[src/rtl/sisp_pkg.sv]
`default_nettype none
// ============================================================================
// Module   : sisp_pkg
// Brief    : Shared widths, FSM state type and key comparison for the
//            SISP top-K streaming sorter.
// Revision : 1.0 - initial release
// ============================================================================
package sisp_pkg;

  localparam int SISP_W     = 14;
  localparam int SISP_KEY_W = 9;
  localparam int SISP_DEPTH = 8;

  typedef enum logic [0:0] {
    FILL  = 1'b0,
    DRAIN = 1'b1
  } sisp_state_e;

  // Signed strict greater-than on the key field only; tag bits never reach here.
  function automatic logic key_gt(input logic [SISP_KEY_W-1:0] a,
                                  input logic [SISP_KEY_W-1:0] b);
    return $signed(a) > $signed(b);
  endfunction

endpackage
`default_nettype wire

[src/rtl/sisp_topk_sorter_if.sv]
`default_nettype none
// ============================================================================
// Module   : sisp_topk_sorter_if
// Brief    : Input/output streaming handshake bundle of the top-K sorter.
//            master = traffic source/sink side, slave = sorter side.
// Revision : 1.0 - initial release
// ============================================================================
interface sisp_topk_sorter_if
  import sisp_pkg::*;
#(
  parameter int W = SISP_W
);

  logic [W-1:0] in_data;
  logic         in_valid;
  logic         in_last;
  logic         in_ready;
  logic [W-1:0] out_data;
  logic         out_valid;
  logic         out_last;
  logic         out_ready;

  modport master (
    output in_data, in_valid, in_last, out_ready,
    input  in_ready, out_data, out_valid, out_last
  );

  modport slave (
    input  in_data, in_valid, in_last, out_ready,
    output in_ready, out_data, out_valid, out_last
  );

endinterface
`default_nettype wire

[src/rtl/sisp_sort_cell.sv]
`default_nettype none
// ============================================================================
// Module   : sisp_sort_cell
// Brief    : One slot of the insertion sorter: a word plus an empty flag.
//            Loads the new word, the word above (insert shift) or the word
//            below (drain shift), and tells the priority logic whether the
//            new word belongs at or above this slot.
// Revision : 1.0 - initial release
// ============================================================================
module sisp_sort_cell
  import sisp_pkg::*;
#(
  parameter int W     = SISP_W,
  parameter int KEY_W = SISP_KEY_W
) (
  input  wire logic         clk,
  input  wire logic         rst,
  input  wire logic [W-1:0] new_word_i,
  input  wire logic         ins_i,
  input  wire logic         fill_i,
  input  wire logic         drain_i,
  input  wire logic [W-1:0] above_word_i,
  input  wire logic         above_empty_i,
  input  wire logic [W-1:0] below_word_i,
  input  wire logic         below_empty_i,
  output logic [W-1:0]      word_o,
  output logic              empty_o,
  output logic              gt_o
);

  logic [W-1:0] word_q;
  logic         empty_q;

  // Slot storage: insert has priority over the fill shift; drain never
  // coincides with either because they belong to different FSM states.
  always_ff @(posedge clk) begin
    if (rst) begin
      word_q  <= '0;
      empty_q <= 1'b1;
    end else if (ins_i) begin
      word_q  <= new_word_i;
      empty_q <= 1'b0;
    end else if (fill_i) begin
      word_q  <= above_word_i;
      empty_q <= above_empty_i;
    end else if (drain_i) begin
      word_q  <= below_word_i;
      empty_q <= below_empty_i;
    end
  end

  assign word_o  = word_q;
  assign empty_o = empty_q;
  // Equal keys are not "greater", so later arrivals land after earlier ones.
  assign gt_o    = empty_q | key_gt(new_word_i[KEY_W-1:0], word_q[KEY_W-1:0]);

endmodule
`default_nettype wire

[src/rtl/sisp_topk_sorter.sv]
`default_nettype none
// ============================================================================
// Module   : sisp_topk_sorter
// Brief    : Streaming insertion sorter keeping the DEPTH largest words of a
//            frame by signed key, drained in descending key order on frame end.
// Revision : 1.0 - initial release
// ============================================================================
module sisp_topk_sorter
  import sisp_pkg::*;
#(
  parameter int W     = SISP_W,
  parameter int KEY_W = SISP_KEY_W,
  parameter int DEPTH = SISP_DEPTH,
  parameter int CW    = $clog2(DEPTH + 1)
) (
  input  wire logic          clk,
  input  wire logic          rst,
  sisp_topk_sorter_if.slave  bus,
  output logic [CW-1:0]      count,
  output logic               overflow
);

  localparam int PW = (DEPTH > 1) ? $clog2(DEPTH) : 1;

  sisp_state_e     state_q;
  logic [CW-1:0]   count_q;
  logic            overflow_q;

  logic [W-1:0]    w_word [DEPTH];
  logic [DEPTH-1:0] w_empty;
  logic [DEPTH-1:0] w_gt;
  logic [DEPTH-1:0] w_ins;
  logic [DEPTH-1:0] w_fill;
  logic            w_accept;
  logic            w_pop;
  logic            w_found;
  logic [PW-1:0]   w_pos;

  assign w_accept = bus.in_valid & bus.in_ready;
  assign w_pop    = bus.out_valid & bus.out_ready;

  // Priority encoder: lowest-index slot that is empty or holds a smaller key.
  always_comb begin
    w_found = 1'b0;
    w_pos   = '0;
    for (int i = DEPTH - 1; i >= 0; i--) begin
      if (w_gt[i]) begin
        w_found = 1'b1;
        w_pos   = PW'(i);
      end
    end
  end

  // Per-slot controls: write at the insert point, shift everything below it.
  always_comb begin
    w_ins  = '0;
    w_fill = '0;
    for (int i = 0; i < DEPTH; i++) begin
      w_ins[i]  = w_accept & w_found & (PW'(i) == w_pos);
      w_fill[i] = w_accept & w_found & (PW'(i) >  w_pos);
    end
  end

  for (genvar i = 0; i < DEPTH; i++) begin : g_slot
    logic [W-1:0] w_above_word;
    logic         w_above_empty;
    logic [W-1:0] w_below_word;
    logic         w_below_empty;

    if (i == 0) begin : g_head
      assign w_above_word  = '0;
      assign w_above_empty = 1'b1;
    end else begin : g_chain_up
      assign w_above_word  = w_word[i-1];
      assign w_above_empty = w_empty[i-1];
    end

    if (i == DEPTH - 1) begin : g_tail
      assign w_below_word  = '0;
      assign w_below_empty = 1'b1;
    end else begin : g_chain_dn
      assign w_below_word  = w_word[i+1];
      assign w_below_empty = w_empty[i+1];
    end

    sisp_sort_cell #(
      .W     (W),
      .KEY_W (KEY_W)
    ) u_cell (
      .clk           (clk),
      .rst           (rst),
      .new_word_i    (bus.in_data),
      .ins_i         (w_ins[i]),
      .fill_i        (w_fill[i]),
      .drain_i       (w_pop),
      .above_word_i  (w_above_word),
      .above_empty_i (w_above_empty),
      .below_word_i  (w_below_word),
      .below_empty_i (w_below_empty),
      .word_o        (w_word[i]),
      .empty_o       (w_empty[i]),
      .gt_o          (w_gt[i])
    );
  end

  // Frame FSM with occupancy count and sticky per-frame overflow flag.
  always_ff @(posedge clk) begin
    if (rst) begin
      state_q    <= FILL;
      count_q    <= '0;
      overflow_q <= 1'b0;
    end else begin
      case (state_q)
        FILL: begin
          if (w_accept) begin
            if (count_q != CW'(DEPTH)) begin
              count_q <= count_q + 1'b1;
            end else begin
              overflow_q <= 1'b1;
            end
            if (bus.in_last) begin
              state_q <= DRAIN;
            end
          end
        end
        DRAIN: begin
          if (w_pop) begin
            count_q <= count_q - 1'b1;
            if (count_q == CW'(1)) begin
              state_q    <= FILL;
              overflow_q <= 1'b0;
            end
          end
        end
        default: state_q <= FILL;
      endcase
    end
  end

  // Outputs come straight from state; in_ready is masked while in reset.
  assign bus.in_ready  = (state_q == FILL) & ~rst;
  assign bus.out_valid = (state_q == DRAIN) & (count_q != '0);
  assign bus.out_last  = (state_q == DRAIN) & (count_q == CW'(1));
  assign bus.out_data  = w_word[0];
  assign count         = count_q;
  assign overflow      = overflow_q;

endmodule
`default_nettype wire

[src/flat_wrapper.sv]
// flat-port wrapper written by rule: the top's interface ports become plain ports
module sisp_topk_sorter_flat import sisp_pkg::*;
#(
  parameter int W     = SISP_W,
  parameter int KEY_W = SISP_KEY_W,
  parameter int DEPTH = SISP_DEPTH,
  parameter int CW    = $clog2(DEPTH + 1)
)
  (clk, rst, count, overflow, bus_in_data, bus_in_valid, bus_in_last, bus_out_ready, bus_in_ready, bus_out_data, bus_out_valid, bus_out_last);
  sisp_topk_sorter_if #(.W(W)) bus_i ();
  input  wire logic clk;
  input  wire logic rst;
  output logic [CW-1:0] count;
  output logic overflow;
  input wire logic [$bits(bus_i.in_data)-1:0] bus_in_data;
  input wire logic [$bits(bus_i.in_valid)-1:0] bus_in_valid;
  input wire logic [$bits(bus_i.in_last)-1:0] bus_in_last;
  input wire logic [$bits(bus_i.out_ready)-1:0] bus_out_ready;
  output wire logic [$bits(bus_i.in_ready)-1:0] bus_in_ready;
  output wire logic [$bits(bus_i.out_data)-1:0] bus_out_data;
  output wire logic [$bits(bus_i.out_valid)-1:0] bus_out_valid;
  output wire logic [$bits(bus_i.out_last)-1:0] bus_out_last;
  assign bus_i.in_data = bus_in_data;
  assign bus_i.in_valid = bus_in_valid;
  assign bus_i.in_last = bus_in_last;
  assign bus_i.out_ready = bus_out_ready;
  assign bus_in_ready = bus_i.in_ready;
  assign bus_out_data = bus_i.out_data;
  assign bus_out_valid = bus_i.out_valid;
  assign bus_out_last = bus_i.out_last;
  sisp_topk_sorter #(.W(W), .KEY_W(KEY_W), .DEPTH(DEPTH), .CW(CW)) u_core (.clk(clk), .rst(rst), .bus(bus_i), .count(count), .overflow(overflow));
endmodule
[config.mk]
export PLATFORM = sky130hd
export DESIGN_NAME = sisp_topk_sorter_flat
export DESIGN_NICKNAME = d
export VERILOG_FILES = /design/src/rtl/sisp_pkg.sv /design/src/rtl/sisp_topk_sorter_if.sv /design/src/rtl/sisp_sort_cell.sv /design/src/rtl/sisp_topk_sorter.sv /design/src/flat_wrapper.sv
export SDC_FILE = /design/constraint.sdc
export NUM_CORES = 1
export LEC_CHECK = 0
export CAP_MARGIN = 20
export CORE_MARGIN = 3
export CORE_UTILIZATION = 40
export CTS_BUF_LIST = sky130_fd_sc_hd__clkbuf_4
export DETAILED_ROUTE_END_ITERATION = 10
export PLACE_DENSITY = 0.62
export SYNTH_ARGS = -nofsm -noshare
export SYNTH_HDL_FRONTEND = slang
export SYNTH_HIERARCHICAL = 1
export SYNTH_SLANG_ARGS = --single-unit
[constraint.sdc]
create_clock -name clk -period 8 [get_ports clk]
set_input_delay 1.6 -clock clk [delete_from_list [all_inputs] [get_ports clk]]
set_output_delay 1.6 -clock clk [all_outputs]
set_load 0.02 [all_outputs]
======== Word-level counts from Yosys, hierarchy flattened ========
Cells that the tools add are included.
operators by class
  add/sub/neg operators ................... 2
  order comparisons ....................... 16
  eq/ne operators ......................... 14
  muxes and demuxes ....................... 78
  bitwise gates (word level) .............. 32
  reductions and logical operators ........ 12
operators by type and width
  operator               count
  $mux W14               24
  $gt A9 B9 Y1           8
  $mux W1                40
  $mux W3                8
  $reduce_bool A3 Y1     8
  $and A1 B1 Y1          22
  $eq A3 B3 Y1 const A   4
  $gt A3 B3 Y1 const A   4
  $mux W4                3
  $or A1 B1 Y1           8
  $pmux W4 S2            1
  $eq A2 B3 Y1 const A   2
  $gt A1 B3 Y1 const A   2
  $gt A2 B3 Y1 const A   2
  $ne A2 B2 Y1 const B   3
  $add A4 B1 Y4 const B  1
  $eq A4 B1 Y1 const B   1
  $ne A2 B1 Y1 const B   2
  $ne A4 B4 Y1 const B   1
  $pmux W1 S2            2
  $reduce_and A4 Y1      1
  $reduce_bool A4 Y1     1
  $sub A4 B1 Y4 const B  1
  $eq A1 B3 Y1 const A   1
  other kinds (3)        4
word-level totals
  flip-flop bits (word level) ............. 126
  input port bits ......................... 19
  output and inout bits ................... 22

======== Longest topological paths before layout ========
Gate-level depths: netlist (run 1).
  word-level depth ........................ 14
  gate-level depth with buffers ........... 16
  depth with buffers taken out ............ 14

======== Hierarchy ========
Netlist (run 1), hierarchy kept.
by module, submodules not included
  module            times used  cells an instance  area an instance (um^2)  seq. area each (um^2)
  sisp_sort_cell    8           147                1079.8                   300.3
  sisp_topk_sorter  1           85                 646.9                    120.1

======== Least setup slack after synthesis (run 1) ========
OpenSTA, ideal clock, no wires.
  path kind ............................... input -> register
  start point ............................. in bus_in_data[6]
  end point ............................... reg u_core.g_slot[7].u_cell.word_q[10]
  setup time .............................. 0.132 ns
  arrival ................................. 4.600 ns
  slack ................................... 3.268 ns
  stages on the path ...................... 13
  path buffers ............................ 2
  path through ............................ ha_1 -> a21oi_2 -> o32ai_1 -> a221o_1 -> a311o_1 -> nor4_1 -> nor3b_1 -> o22ai_1 -> buf_4 -> or3_4 -> buf_2 -> nand2_1 -> a21oi_1
RTL lines
  element                                        line                    RTL
  from (decl)                                    flat_wrapper.sv:15      input wire logic [$bits(bus_i.in_data)-1:0] bus_in_data;
  $gt A9 B9 Y1 *                                 sisp_pkg.sv:22          return $signed(a) > $signed(b);
  $or A1 B1 Y1 *                                 sisp_sort_cell.sv:55    assign gt_o = empty_q | key_gt(new_word_i[KEY_W-1:0], word_q[KEY_W-1:0]);
  net u_core.w_gt[0]                             sisp_topk_sorter.sv:31  logic [DEPTH-1:0] w_gt;
  $mux W3 or $mux W1 (tied branches)             sisp_topk_sorter.sv:47  if (w_gt[i]) begin
  $gt A3 B3 Y1 or $and A1 B1 Y1 (tied branches)  sisp_topk_sorter.sv:60  w_fill[i] = w_accept & w_found & (PW'(i) > w_pos);
  $and A1 B1 Y1 *                                sisp_topk_sorter.sv:60
  net u_core.w_fill[7]                           sisp_topk_sorter.sv:33  logic [DEPTH-1:0] w_fill;
  $mux W14                                       sisp_sort_cell.sv:43    end else if (fill_i) begin
  $mux W14                                       sisp_sort_cell.sv:40    end else if (ins_i) begin
  to (signal assigned)                           sisp_sort_cell.sv:41    word_q <= new_word_i;
  to (signal assigned)                           sisp_sort_cell.sv:44    word_q <= above_word_i;
  to (signal assigned)                           sisp_sort_cell.sv:47    word_q <= below_word_i;
  to (decl)                                      sisp_sort_cell.sv:31    logic [W-1:0] word_q;
Mark *: on every way through the listed nets, which the timed path passes. The rest lies on a longest branch.
A chain may end at the register's enable or synchronous reset.

======== Worst setup path in the final report (run 1) ========
  start point ............................. in bus_in_data[6]
  end point ............................... reg u_core.g_slot[7].u_cell.word_q[0]
RTL lines
  element                                                          line                    RTL
  $gt A9 B9 Y1 *                                                   sisp_pkg.sv:22
  $or A1 B1 Y1 *                                                   sisp_sort_cell.sv:55
  net u_core.w_gt[0]                                               sisp_topk_sorter.sv:31
  $mux W3 or $mux W1 (tied branches)                               sisp_topk_sorter.sv:47
  $eq A3 B3 Y1 or $and A1 B1 Y1 (tied branches)                    sisp_topk_sorter.sv:59  w_ins[i] = w_accept & w_found & (PW'(i) == w_pos);
  $and A1 B1 Y1 *                                                  sisp_topk_sorter.sv:59
  net u_core.w_ins[7]                                              sisp_topk_sorter.sv:32  logic [DEPTH-1:0] w_ins;
  $reduce_bool A3 Y1 (no source line) or $mux W14 (tied branches)  n/a
Marked as above.

==> impl_results.md, run 1 <==
- Starting Density: 40.9%
- RSZ-0062 raised after global routing: false
- Worst setup EP type: flip-flop
- Pin count of the biggest net entering global routing: 82
- Crit path launch type: input pin
- EDFF count, synth: 0
- GRT Total Usage: 20.9%
- Yosys top cell area share: 27.2%
- Synthesized flop and latch total: 126
- Filler Cells Inserted: 2337
- Synth Area per Inst: 7.36 sq um
- WP data required: 8.41 ns
- Area grow syn2layout: 10.8%
- Worst skew pair latency: 0.55 ns
- R2r setup slk: 3.50 ns
- Minimum clock period: 6.16 ns
- Top post-synthesis cells by count: nand2_1, a21oi_1, dfxtp_1, o21ai_0, mux2i_1
- Largest family of logic cells by synthesized area: simple AND/OR/NAND/NOR gates
- First-pass GRT wire length: 41900 um
- First DRT Iteration DRCs: 746
- Final Slew Violations: 0
- Post-Synth Simple-Gate Area: 23.0%
- Worst R2R Path Depth: 13
- Cell with the most instances after synthesis: nand2_1
- Flip-flop and latch area: 2520 sq um
- Worst hold path class: reg2reg
- Synthesis Warnings: 6
- TritonCTS buffer count: 17
- Critical path endpoint: u_core/g_slot[7].u_cell/word_o[0]
- Fin Clk Skew: 0.0168 ns
- Initial antenna violation count: 1
- Worst Setup Path Type: in2reg
- Max Fanout on Critical Path: 21
- Part of the Yosys area used for sequential elements: 27.2%
- Synth Instances: 1261
- Setup TNS: 0 ns
- Adder-cell area share of the yosys netlist: 10.1%
- Total Routed Length: 25900 um
- Via count: 8666
- Primary FF master, synth: dfxtp_1
- CTS sink cnt: 126
- Max cap viols: 0
- Fmax: 162 MHz
- VDD IR max: 153 uV
- Overall die area: 25100 sq um
- Multi-input gate area: 6180 sq um
- Dpl ws: 1.31 ns
- Power per Cell Area: 143 nW/um^2
- GPL Wtd Cong: 0.914
- Final setup margin: 1.84 ns
- PortBufs: 40
- H-tree levels: 4
- Multiplexer share of the synthesized area: 11.5%
- Reg2reg end: u_core/g_slot[7].u_cell/word_o[0]
- Die width: 158 um
- Final setup viols: 0
- Row count: 55
- Worst Setup SP: bus_in_data[6]
- Vias in the first global route: 7952
- CTS root buf: clkbuf_4
- Worst-Margin Slew: 1.08 ns
- CTS tree: built
- Crit path DAT: 6.57 ns
- Synth cell types: 51
- Drt drc: 0
- Total grt overflow: 0
- Die H: 158 um
- Fraction of layout cells with a size suffix above 1: 8.50%
- IO Count: 41
- Largest cells by area after synthesis: dfxtp_1, nand2_1, mux2i_1
- Cts hold-fix bufs: 0
- Antenna Nets Post-Route: 0
- Hold Fails Final Rpt: 0
- DRT Pass-1 Iters: 6
- Final #Nets: 1399
- Clock Path Buffers: 2
- Power Total: 1.47 mW
- CTS clk-pin slew, worst paths: 0.13 ns
- Detail Placement HPWL: 18800 um
- Final period util: 77.0%
- Routed WL per cell: 16.1 um
- Leak Pwr: 3.58 nW
- Max transition margin: 27.7%
- Ys async rst share: 0%
- Worst hold slack: 0.473 ns
- Synth Area in Compound Gates: 19.9%
- Synth Cell Area: 9290 sq um
- Status: complete, no violations
- Core area: 22700 sq um
- Post_cts resized: 0
- Worst flop-to-flop path startpoint: u_core/g_slot[3].u_cell/word_o[2]
- DR vias/cell: 5.40
- XOR/XNOR Fraction of Synth Area: 0.189%
- Yosys top cell by area: dfxtp_1
- Postcts setup bufs: 0
metrics by stage:
stage / instances / area [sq um] / util [%]
2_1_floorplan: 1290 / 9390 / -
5_1_grt: 1604 / 10300 / 45.3
3_3_place_gp: 1569 / 9930 / 43.7
6_report: 1604 / 10300 / 45.3
3_5_place_dp: 1569 / 9930 / 43.7
4_1_cts: 1601 / 10200 / 45.1
layer usage:
layer | global-route usage [%] | part of all wire, % | vias up
li1 | - | - | 4405
met1 | 28.3 | 47 | 4032
met2 | 35.0 | 47 | 208
met3 | 3.10 | 4.7 | 21
met4 | 5.00 | 1.3 | 0
met5 | 0 | 0 | -
worst max-delay path, stage by stage:
cell and delay, ns:
clkdlybuf4s50_1 1.02, ha_1 0.40, a21oi_2 0.15, o32ai_1 0.09
a221o_1 0.34, a311o_1 0.42, nor4_1 0.68, nor3b_1 0.61
o2111a_1 0.49, buf_4 0.30, nor3_4 0.12, a221oi_1 0.29
nor2_1 0.06
cells by family after synthesis:
logic type	Yosys count
AO/OA/AOI/OAI	324
XOR/XNOR	2
adder cells (fa/ha/maj)	75
buffers and inverters	152
flip-flops	126
multiplexers	106
other	2
AND/OR/NAND/NOR	474
final cells by class:
cell class | instances | area share [%]
tap | 285 | 3.47
antenna | 1 | 0.0243
inverter | 85 | 3.10
sequential | 126 | 24.5
timing repair buffer | 63 | 5.81
clock inverter | 15 | 1.80
clock buffer | 17 | 1.24
multi-input combinational | 1012 | 60.0
power by group:
part | internal, mW | switching (mW) | leakage [nW]
clock network | 0.221 | 0.280 | 0.159
logic | 0.118 | 0.187 | 2.40
registers | 0.644 | 0.0199 | 1.02
how the worst min path moves through the flow:
stage,startpoint,end,slack (ns),cells past startpoint
5_1_grt,u_core/g_slot[7].u_cell/word_o[12],u_core/g_slot[7].u_cell/word_o[12],0.50,2
3_5_place_dp,u_core/g_slot[7].u_cell/word_o[13],u_core/g_slot[7].u_cell/word_o[13],0.46,2
2_1_floorplan,u_core/g_slot[7].u_cell/word_o[10],u_core/g_slot[7].u_cell/word_o[10],0.43,2
4_1_cts,u_core/g_slot[7].u_cell/word_o[13],u_core/g_slot[7].u_cell/word_o[13],0.48,2
6_report,u_core/g_slot[7].u_cell/word_o[13],u_core/g_slot[7].u_cell/word_o[13],0.47,2
3_3_place_gp,u_core/g_slot[7].u_cell/word_o[13],u_core/g_slot[7].u_cell/word_o[13],0.46,2
cells in the final DEF (no fill, tap or decap), types with 2 or more instances in the layout:
cell type	count
nand2_1	348
a21oi_1	150
dfxtp_1	126
o21ai_0	123
mux2i_1	104
inv_1	85
ha_1	75
nor2_1	40
clkdlybuf4s50_1	39
conb_1	31
buf_4	22
clkbuf_4	17
nand3_1	9
nand4_1	8
a21oi_2	8
o32ai_1	8
and3_2	8
or2_2	8
a221o_1	8
a311o_1	8
nor3_4	8
or3_4	8
nand3b_1	8
a221oi_1	8
inv_6	4
nor2_2	4
and3_1	4
bufinv_16	3
clkinvlp_4	3
nand2b_1	3
clkinv_4	2
o22ai_2	2
nor3b_1	2
nor2b_1	2
nor3_1	2
xnor2_1	2
a211oi_1	2
sequential cells by signal, indices dropped and copies added (netlist names):
name	cells
u_core/g_slot.u_cell/word_o	112
u_core/g_slot.u_cell/empty_o	8
u_core/count	4
u_core/overflow	1
u_core/state_q	1
Note: power is estimated with default switching activity, not from simulation.
==> run 2: changes to the inputs <==
clock period = 6.2 ns   (was 8 ns; I/O delays follow)
==> impl_results.md, run 2 (synthesis gave the netlist of run 1 again) <==
- Final setup margin: 1.06 ns
- Vias in the first global route: 8107
- Slowest Stage Delay on Critical Path: 0.75 ns
- Crit path launch type: input pin
- Met3 WL post-DR: 854 um
- Via count: 8519
- Post_cts resized: 0
- Total grt overflow: 0
- First-pass GRT wire length: 42200 um
- Worst hold slack: 0.475 ns
- Area grow syn2layout: 11.4%
- Reg2reg end: u_core/g_slot[7].u_cell/word_o[0]
- Antenna Nets Post-Route: 0
- RSZ-0062 raised after global routing: false
- Status: complete, no violations
- IO Count: 41
- Cts hold-fix bufs: 0
- Final #Nets: 1405
- Core area: 22700 sq um
- Max cap viols: 0
- CTS clk-pin slew, worst paths: 0.13 ns
- Crit path DAT: 5.62 ns
- CTS sink cnt: 126
- Worst setup EP type: flip-flop
- Worst-path cell chain: clkdlybuf4s50_1, ha_1, a21oi_2, o32ai_1, a221o_1, a311o_1, nor4_1, buf_4, nor3b_1, o22ai_2, nor3_4, a221oi_1, nor2_1
- Clock Path Buffers: 2
- Max transition margin: 38.9%
- Crit path depth: 13
- Initial antenna violation count: 1
- CTS tree: built
- Worst skew pair latency: 0.55 ns
- Drt drc: 0
- Final Non-Filler Cells: 1610
- Die width: 158 um
- CTS root buf: clkbuf_4
- TritonCTS buffer count: 17
- Die H: 158 um
- Starting Density: 40.9%
- Row count: 55
- Worst flop-to-flop path startpoint: u_core/g_slot[0].u_cell/word_o[6]
- Dpl ws: 0.496 ns
- Core Util, Final: 45.6%
- Commonest non-fill, non-tap cell in the layout: nand2_1
- Metal-1 WL: 12300 um
- DR vias/cell: 5.29
- Pin count of the biggest net entering global routing: 80
- Met2 routed WL: 11900 um
- Fmax: 194 MHz
- Placed cells: 1575
- Worst R2R Path Depth: 13
- H-tree levels: 4
- Final period util: 82.9%
- WP data required: 6.68 ns
- Postcts setup bufs: 0
- Detail Placement HPWL: 18900 um
- Worst Setup SP: bus_in_data[6]
- Total Routed Length: 25400 um
- Max reg flops: 112
- Overall die area: 25100 sq um
- Hold Fails Final Rpt: 0
- Top layer in use: met4
- R2r setup slk: 2.05 ns
- Power per Cell Area: 184 nW/um^2
- GPL Wtd Cong: 0.864
- CP delay by family, top: compound AO/OA/AOI/OAI gates
- PortBufs: 40
- Routed WL per cell: 15.8 um
- Worst Path Buf+Inv: 2
- Leak Pwr: 3.62 nW
- First DRT Iteration DRCs: 592
- Critical path's slowest cell: clkdlybuf4s50_1
- Minimum clock period: 5.14 ns
- DRT Pass-1 Iters: 5
- Fraction of layout cells with a size suffix above 1: 8.91%
- Fin Clk Skew: 0.0225 ns
- Max Fanout on Critical Path: 15
- Critical path endpoint: u_core/g_slot[7].u_cell/word_o[0]
- GRT Total Usage: 20.8%
- Worst hold path class: reg2reg
- VDD IR max: 143 uV
- Setup TNS: 0 ns
- Final setup viols: 0
- Worst-Margin Slew: 0.917 ns
- Commonest cells after routing, fill and taps aside: nand2_1, a21oi_1, dfxtp_1
- Worst Setup Path Type: in2reg
- Final Slew Violations: 0
-- run 2: cell count changes in the layout (fill, tap and decap cells not counted) --
cell       before  now
buf_12          0    1
clkinv_4        2    1
inv_8           1    0
clkinv_2        1    4
buf_4          22   28
bufinv_16       3    4
buf_8           1    0
inv_6           4    2
-- run 2: layout make-up --
class                      count  area [sq um]
antenna                        1          2.50
clock buffer                  17           128
tap                          285           357
sequential                   126          2520
multi-input combinational   1012          6180
inverter                      85           319
fill                        2319         12400
clock inverter                15           193
timing repair buffer          69           648
-- run 2: tightest hold or removal path: cells and delay by family (launching register included) --
kind            cells  cell delay [ns]
compound gates      1             0.05
simple gates        1             0.05
flops               1             0.34
-- run 2: layer usage --
| layer | track usage, % | up-vias |
|---|---|---|
| met2 | 35.2 | 167 |
| met5 | 0 | - |
| li1 | - | 4426 |
| met1 | 28.3 | 3901 |
| met4 | 4.47 | 0 |
| met3 | 3.10 | 25 |
-- run 2: worst min-delay path by stage --
stage	from	to	slack (ns)	depth (start not counted)
final	u_core/g_slot[7].u_cell/word_o[13]	u_core/g_slot[7].u_cell/word_o[13]	0.47	2
after global routing	u_core/g_slot[4].u_cell/word_o[9]	u_core/g_slot[4].u_cell/word_o[9]	0.50	2
after CTS	u_core/g_slot[7].u_cell/word_o[13]	u_core/g_slot[7].u_cell/word_o[13]	0.48	2
after detailed placement	u_core/g_slot[7].u_cell/word_o[13]	u_core/g_slot[7].u_cell/word_o[13]	0.46	2
after global placement	u_core/g_slot[7].u_cell/word_o[12]	u_core/g_slot[7].u_cell/word_o[12]	0.45	2
after floorplan	u_core/g_slot[7].u_cell/word_o[10]	u_core/g_slot[7].u_cell/word_o[10]	0.43	2
-- run 2: power by group --
part,leakage (nW),total (mW),switching (mW),internal [mW]
Combinational,2.43,0.397,0.241,0.156
Sequential,1.02,0.857,0.0255,0.831
Clock,0.166,0.654,0.336,0.318
Total,3.62,1.91,0.602,1.31
-- run 2: through the flow --
stage	total power, mW	instance area [sq um]
final	1.91	10300
after global routing	2.01	10300
after CTS	1.92	10300
after detailed placement	1.27	9980
after global placement	1.26	9980
after floorplan	1.14	9390
==> run 3: changes to the inputs <==
PLACE_DENSITY = 0.64   (was 0.62)
clock period = 4.4 ns   (was 6.2 ns; I/O delays follow)
==> impl_results.md, run 3 (synthesis gave the netlist of run 1 again) <==
- DR vias/cell: 5.32
- Status: complete, no violations
- Hold Fails Final Rpt: 0
- CTS clk-pin slew, worst paths: 0.13 ns
- Crit path launch type: input pin
- Die H: 158 um
- TritonCTS buffer count: 17
- P_int: 1.79 mW
- Filler Cells Inserted: 2278
- Starting Density: 40.9%
- Fin Clk Skew: 0.0221 ns
- DRT Pass-1 Iters: 6
- First DRT Iteration DRCs: 556
- GRT busiest layer: met2
- Max reg flops: 112
- Clock power frac: 31.6%
- H-tree levels: 4
- Total grt overflow: 0
- Drt drc: 0
- Worst setup EP type: flip-flop
- Pin count of the biggest net entering global routing: 75
- Worst skew pair latency: 0.56 ns
- Overall die area: 25100 sq um
- Core area: 22700 sq um
- Max Fanout on Critical Path: 29
- Via count: 8981
- Clock Path Buffers: 2
- Row count: 55
- CTS root buf: clkbuf_4
- Grt met2 use: 37.7%
- Die width: 158 um
- Placed cells: 1654
- Seq pwr share: 45.0%
- Detail Placement HPWL: 20700 um
- Routed WL per cell: 16.1 um
- Gate power share: 23.4%
- Power Total: 2.69 mW
- Sw power: 895 uW
- IO Count: 41
- CTS sink cnt: 126
- Worst-Margin Slew: 0.873 ns
- Post_cts resized: 0
- GRT Total Usage: 22.3%
- Fmax: 240 MHz
- Worst hold path class: reg2reg
- Fraction of layout cells with a size suffix above 1: 13.9%
- Core Util, Final: 48.4%
- Sw Ratio: 33.3%
- Final Non-Filler Cells: 1687
- PortBufs: 40
- Area grow syn2layout: 18.3%
- Worst hold slack: 0.470 ns
- Grt met1 use: 29.1%
- Commonest non-fill, non-tap cell in the layout: nand2_1
- M3 GR Usage: 3.59%
- VDD IR max: 173 uV
- Initial antenna violation count: 1
- Antenna Nets Post-Route: 0
- Worst Setup Path Type: in2reg
- Flip-flop and latch area: 2520 sq um
- Final setup viols: 0
- Max cap viols: 0
- Total Routed Length: 27100 um
- Max transition margin: 41.8%
- Minimum clock period: 4.16 ns
- CTS tree: built
- Final Slew Violations: 0
- Commonest cells after routing, fill and taps aside: nand2_1, a21oi_1, dfxtp_1
- Final #Nets: 1482
- Vias in the first global route: 8628
- First-pass GRT wire length: 44600 um
- Leak Pwr: 4.01 nW
- Final period util: 94.6%
- Cts hold-fix bufs: 0
- Power per Cell Area: 245 nW/um^2
- GPL Wtd Cong: 0.884
- Multi-input gate area: 6180 sq um
- Crit path DAT: 4.57 ns
- Postcts setup bufs: 0
- RSZ-0062 raised after global routing: false
- WP data required: 4.80 ns
[run 3: cell types whose count changed in the layout (fill, tap and decap cells not counted), sizes merged]
cell,change
clkinvlp,-1
inv,+3
buf,+77
bufinv,-2
[run 3: path summary, 6_finish.rpt]
kind | slack, ns | startpoint | cells past startpoint | end
hold / removal | 0.47 | u_core/g_slot[7].u_cell/word_o[9] | 2 | u_core/g_slot[7].u_cell/word_o[9]
setup / recovery | 0.24 | bus_in_data[3] | 15 | u_core/g_slot[7].u_cell/word_o[0]
setup reg to reg | 0.68 | u_core/g_slot[0].u_cell/word_o[6] | 14 | u_core/g_slot[7].u_cell/word_o[0]
hold reg to reg | 0.47 | u_core/g_slot[7].u_cell/word_o[9] | 2 | u_core/g_slot[7].u_cell/word_o[9]
[run 3: through the flow]
stage          setup TNS (ns)  cell area [sq um]  setup WS [ns]
2_1_floorplan               0               9390          0.388
3_3_place_gp            -8.07              10700         -0.217
3_5_place_dp           -11.54              10700         -0.295
4_1_cts                     0              11000          0.294
5_1_grt                     0              11000         0.0693
6_report                    0              11000          0.236
[run 3: routing by layer]
metal	up-vias	routed length [um]	part of all wire [%]
met2	189	12800	47
met5	-	0	0
li1	4581	-	-
met4	0	622	2.3
met1	4166	12600	47
met3	45	1040	3.8
[run 3: area by class of cell]
cell class / instances / area share, %
antenna: 1 / 0.0228
clock buffer: 17 / 1.16
clock inverter: 15 / 1.47
inverter: 85 / 2.90
multi-input combinational: 1012 / 56.2
sequential: 126 / 23.0
tap: 285 / 3.25
timing repair buffer: 146 / 12.0
[run 3: power groups by stage]
stage,Combinational (mW),Clock (mW),Sequential [mW]
3_5_place_dp,0.620,0,1.24
2_1_floorplan,0.380,0,1.23
5_1_grt,0.693,0.916,1.21
6_report,0.628,0.849,1.21
3_3_place_gp,0.612,0,1.23
4_1_cts,0.624,0.876,1.21
[run 3: worst max-delay path: stages]
cell and delay (ns):
clkdlybuf4s50_1 0.45, buf_12 0.16, ha_1 0.31, nand4_1 0.14, o32ai_1 0.10, a221o_1 0.35
a311o_1 0.38, nor4_1 0.35, buf_4 0.20, nor3b_1 0.25, o2111a_1 0.32, buf_4 0.30
a21oi_1 0.07, a221oi_1 0.22, nor2_1 0.07
